`src/rtl/quad_enc_emulator.sv`:
```
// Quadrature encoder emulator: turns signed step commands into A/B/Z edges and a position count.
// Latency: first edge lands exactly per clocks after accept; following edges are per clocks apart.
// Backpressure: cmd_ready is high only while idle; abort ends a running command without an edge.
module quad_enc_emulator #(
    parameter int CNT_W      = 32,
    parameter int STEP_W     = 16,
    parameter int PER_W      = 16,
    parameter int CPR_EDGES  = 8192,
    parameter int MIN_PERIOD = 2
) (
    input  logic                    clk,
    input  logic                    reset_n,
    input  logic                    cmd_valid,
    output logic                    cmd_ready,
    input  logic signed [STEP_W-1:0] cmd_steps,
    input  logic [PER_W-1:0]        cmd_period,
    input  logic                    abort,
    output logic                    A,
    output logic                    B,
    output logic                    Z,
    output logic signed [CNT_W-1:0] pos_count,
    output logic                    busy,
    output logic                    done,
    output logic                    aborted
);

    localparam int IDX_W = (CPR_EDGES > 1) ? $clog2(CPR_EDGES) : 1;
    localparam logic [IDX_W-1:0] IDX_MAX = IDX_W'(CPR_EDGES - 1);
    localparam logic [PER_W-1:0] PER_MIN = PER_W'(MIN_PERIOD);

    typedef enum logic {IDLE, RUN} state_t;

    state_t             state_q, state_d;
    logic [STEP_W-1:0]  rem_q, rem_d;
    logic [PER_W-1:0]   per_q, per_d;
    logic [PER_W-1:0]   timer_q, timer_d;
    logic               dir_q, dir_d;
    logic [1:0]         ab_q, ab_d;
    logic [IDX_W-1:0]   idx_q, idx_d;
    logic [CNT_W-1:0]   pos_q, pos_d;
    logic               z_q, z_d;
    logic               done_q, done_d;
    logic               aborted_q, aborted_d;

    logic               accept;
    logic [STEP_W-1:0]  steps_u;
    logic [STEP_W-1:0]  steps_mag;
    logic [PER_W-1:0]   per_cmd;

    // Gray-code phase walk: CW 00->10->11->01, CCW the reverse.
    function automatic logic [1:0] phase_step(input logic [1:0] ab, input logic cw);
        logic [1:0] nxt;
        case (ab)
            2'b00:   nxt = cw ? 2'b10 : 2'b01;
            2'b10:   nxt = cw ? 2'b11 : 2'b00;
            2'b11:   nxt = cw ? 2'b01 : 2'b10;
            default: nxt = cw ? 2'b00 : 2'b11;
        endcase
        return nxt;
    endfunction

    assign cmd_ready = (state_q == IDLE);
    assign busy      = (state_q == RUN);
    assign accept    = cmd_valid & cmd_ready;
    assign steps_u   = $unsigned(cmd_steps);
    // Most-negative step count maps to 2^(STEP_W-1), which still fits unsigned.
    assign steps_mag = steps_u[STEP_W-1] ? (~steps_u + STEP_W'(1)) : steps_u;
    assign per_cmd   = (cmd_period < PER_MIN) ? PER_MIN : cmd_period;

    always_comb begin
        state_d   = state_q;
        rem_d     = rem_q;
        per_d     = per_q;
        timer_d   = timer_q;
        dir_d     = dir_q;
        ab_d      = ab_q;
        idx_d     = idx_q;
        pos_d     = pos_q;
        done_d    = 1'b0;
        aborted_d = 1'b0;

        case (state_q)
            IDLE: begin
                if (accept) begin
                    if (steps_u == '0) begin
                        done_d = 1'b1;
                    end else begin
                        rem_d   = steps_mag;
                        dir_d   = ~steps_u[STEP_W-1];
                        per_d   = per_cmd;
                        timer_d = per_cmd - PER_W'(1);
                        state_d = RUN;
                    end
                end
            end
            RUN: begin
                if (abort) begin
                    state_d   = IDLE;
                    aborted_d = 1'b1;
                end else if (timer_q == '0) begin
                    ab_d    = phase_step(ab_q, dir_q);
                    pos_d   = dir_q ? (pos_q + CNT_W'(1)) : (pos_q - CNT_W'(1));
                    if (dir_q)
                        idx_d = (idx_q == IDX_MAX) ? '0 : idx_q + IDX_W'(1);
                    else
                        idx_d = (idx_q == '0) ? IDX_MAX : idx_q - IDX_W'(1);
                    rem_d   = rem_q - STEP_W'(1);
                    timer_d = per_q - PER_W'(1);
                    if (rem_q == STEP_W'(1)) begin
                        state_d = IDLE;
                        done_d  = 1'b1;
                    end
                end else begin
                    timer_d = timer_q - PER_W'(1);
                end
            end
            default: state_d = IDLE;
        endcase

        z_d = (idx_d == '0);
    end

    always_ff @(posedge clk or negedge reset_n) begin
        if (!reset_n) begin
            state_q   <= IDLE;
            rem_q     <= '0;
            per_q     <= '0;
            timer_q   <= '0;
            dir_q     <= 1'b0;
            ab_q      <= 2'b00;
            idx_q     <= '0;
            pos_q     <= '0;
            z_q       <= 1'b1;
            done_q    <= 1'b0;
            aborted_q <= 1'b0;
        end else begin
            state_q   <= state_d;
            rem_q     <= rem_d;
            per_q     <= per_d;
            timer_q   <= timer_d;
            dir_q     <= dir_d;
            ab_q      <= ab_d;
            idx_q     <= idx_d;
            pos_q     <= pos_d;
            z_q       <= z_d;
            done_q    <= done_d;
            aborted_q <= aborted_d;
        end
    end

    assign A         = ab_q[1];
    assign B         = ab_q[0];
    assign Z         = z_q;
    assign pos_count = $signed(pos_q);
    assign done      = done_q;
    assign aborted   = aborted_q;

endmodule

```
`config.mk`:
```
export PLATFORM = sky130hd
export DESIGN_NAME = quad_enc_emulator
export DESIGN_NICKNAME = d
export VERILOG_FILES = /design/src/rtl/quad_enc_emulator.sv
export SDC_FILE = /design/constraint.sdc
export NUM_CORES = 1
export LEC_CHECK = 0
export BUFFER_PORTS_ARGS = -buffer_cell sky130_fd_sc_hd__buf_2
export CAP_MARGIN = 20
export CORE_AREA = 2 2 116 162
export CTS_BUF_LIST = sky130_fd_sc_hd__clkbuf_2
export DETAILED_ROUTE_END_ITERATION = 12
export DIE_AREA = 0 0 118 164
export PLACE_DENSITY = 0.64
export SYNTH_ARGS = -nofsm -noshare
export SYNTH_HDL_FRONTEND = slang
export SYNTH_SLANG_ARGS = --single-unit
```
`constraint.sdc`:
```
create_clock -name clk -period 6 [get_ports clk]
set_input_delay 0 -clock clk [delete_from_list [all_inputs] [get_ports clk]]
set_output_delay 0 -clock clk [all_outputs]
set_load 0.03 [all_outputs]
```
==> impl_metrics.yaml <==
status:
  status: "complete, no violations"
global_route:
  grt_max_degree: 66
  busiest_layer: "met2"
  overflow: 0
  grt_antenna_before_repair: 1
  grt.met1_usage_pct: 22.1
  met2_usage_pct: 36.1
  grtUsageMet3_pct: 2.71
  grt_util_all_layers_pct: 18.9
  grt_pass1_vias: 6428
  grt_pass1_wl_um: 30200
power:
  cellPowerDensity_nw_per_um2: 236
  ir_worst_vdd_v: 0.000128
  leakagePower_nw: 3.72
  total_power_mw: 1.98
die:
  start_util_pct: 39.3
  io_pins: 75
  dieArea_um2: 19400
  rows: 58
  chipHeight_um: 164
  core_region_area_um2: 17900
  dieWidth_um: 118
critical_path:
  worstReg2RegStart: "dir_q"
  r2r_end: "pos_count[29]"
  path_class: "reg2reg"
  crit_required_ns: 6.53
  start_kind: "flop"
  cp.arrival_ns: 4.82
  critPathLaunch: "dir_q"
  rrSetupSlack_ns: 1.72
  worstSetupEndpointType: "flop"
  r2r.worst_path.cells: 12
  path_max_fanout: 28
placed_design:
  pre_cts_slack_ns: 1.81
  dp_hpwl_um: 12400
  port_buffers: 74
  placedCellCount: 1149
  gp_congestion: 0.859
  post_dp_cell_area_um2: 7570
synth:
  synth_seq_area_share_pct: 35.6
  synth-seq-cells: 100
  synth_top_area_cell: "dfrtp_1"
  synth-compound-area-share_pct: 23.2
  synth_edf_count: 0
  synth_top_family_by_area: "compound AO/OA/AOI/OAI gates"
  syn_avg_cell_area_um2: 8.07
  yosys.area.top_type_share_pct: 35.2
  yosys.area_share.simple_pct: 22.4
  ys_top_cells_by_count: "nand2_1, dfrtp_1, o21ai_0"
  synth_fa_ha_area_share_pct: 6.86
  synth_area_um2: 7040
  syn_nets: 946
  synth_mux_area_share_pct: 0.924
  synth_most_common_cell: "nand2_1"
  synth_warnings: 0
  netlist_instances: 872
  synth_ff_type: "dfrtp_1"
  async_flop_share_pct: 100
  synth-xor-area-share_pct: 6.97
  yosys-top-cells-area: "dfrtp_1, nand2_1, ha_1"
  synth_cell_types: 73
clock_tree:
  clock-sinks: 100
  path_clk_slew_ns: 0.27
  htreeDepth: 3
  cts_hold_buf: 68
  cts_buffer_depth: 2
  cts_tree: "built"
  post_cts_buffers: 0
  cts_inserted_buffers: 9
  clk-insertion-delay-late_ns: 0.62
  root_buffer: "clkbuf_2"
  cts_resized: 0
worst_hold_path:
  min_from: "abort"
  min_to: "aborted"
  holdPathStages: 3
  hp-class: "in2reg"
drt:
  avgViaCountPerCell: 5.42
  vias: 6685
  wl_per_cell_um: 14.5
  wl_um: 17900
  ant_nets: 0
  drcViolationCount: 0
  first_pass_iters: 4
  first_iter_violations: 326
timing:
  holdWs_ns: 0.184
  timing.fmax_mhz: 234
  final.setup.tns_ns: 0
  slew_violations: 0
  final.setup_skew_ns: 0.0503
  rsz0062_at_grt: "no"
  min_period_ns: 4.28
  slew-limit-headroom_pct: 37.3
  finalHoldViolations: 0
  setup_slack_ns: 1.72
  finalCritPeriodShare_pct: 71.4
  timing.final.setup_violations: 0
  tightest_slew_ns: 0.940
layout:
  post-route-util_pct: 46.9
  layout-drive-gt1-share_pct: 12.2
  final_cell_area_um2: 8400
  final_nets: 1062
  syn_to_final_growth_pct: 19.3
  fin_cells: 1233
job:
  cap_violations: 0
==> placed cells by master (no fill, tap or decap), types with 6 or more instances in the layout <==
cell type      instances
nand2_1              149
dfrtp_1               99
o21ai_0               90
a21oi_1               74
buf_2                 73
dlygate4sd3_1         67
nor2_1                57
xnor2_1               42
ha_1                  37
nand3_1               32
inv_1                 23
nor3_1                23
nor4_1                18
xor2_1                14
a31oi_1               13
o22ai_1               13
o31ai_1               10
and3_1                 9
clkbuf_2               9
buf_4                  9
a21o_1                 8
and2_1                 7
or4_1                  7
a221oi_1               6
o21bai_1               6
==> area by class of cell <==
type,count,area (um^2)
repair buffers,150,1120
clock inverters,6,90.1
clock buffers,9,45.0
multi-input cells,704,4250
flip-flops and latches,100,2500
diodes,1,2.50
well taps,240,300
inverters,23,86.3
fillers,1760,9520
==> worst max path at each step <==
stage	endpoint	slack, ns	cells after the start
CTS	pos_count[29]	1.75	12
detailed placement	pos_count[29]	1.81	12
global route	pos_count[29]	1.39	12
global placement	pos_count[29]	1.89	12
finish	pos_count[29]	1.72	12
floorplan	pos_count[29]	2.65	12
==> routing by layer <==
metal / vias to the layer above / wire [um]
met5: - / 0
met4: 0 / 195
met3: 15 / 536
met2: 111 / 9470
met1: 3176 / 7700
li1: 3383 / -
==> report_power, final <==
part	switching, mW	leakage (nW)	internal, mW	total [mW]
clock	0.240	0.0779	0.136	0.376
sequential	0.120	1.29	0.782	0.902
combinational	0.391	2.35	0.312	0.703
==> registers in the layout, summed over array words and instances (netlist names) <==
register   count
per_q         16
done           1
rem_q         16
busy           1
aborted        1
ab_q           2
Z              1
pos_count     32
idx_q         13
dir_q          1
timer_q       16
==> cells by family after synthesis <==
group / Yosys count
compound gates: 268
mux: 6
fa+ha+maj: 38
xor+xnor: 56
flops: 100
simple gates: 336
buf+inv: 68
==> worst max-delay path: stages, from the launching register on <==
cell       delay [ns]
dfrtp_1          0.98
inv_1            0.28
buf_4            0.33
ha_1             0.43
nand3_1          0.10
o211ai_1         0.28
a31oi_1          0.21
o31ai_4          0.38
a22oi_1          0.20
o31ai_2          0.35
a2111oi_0        0.18
or4_1            0.41
nand3_1          0.09
Power figures use the tool's default switching activity.
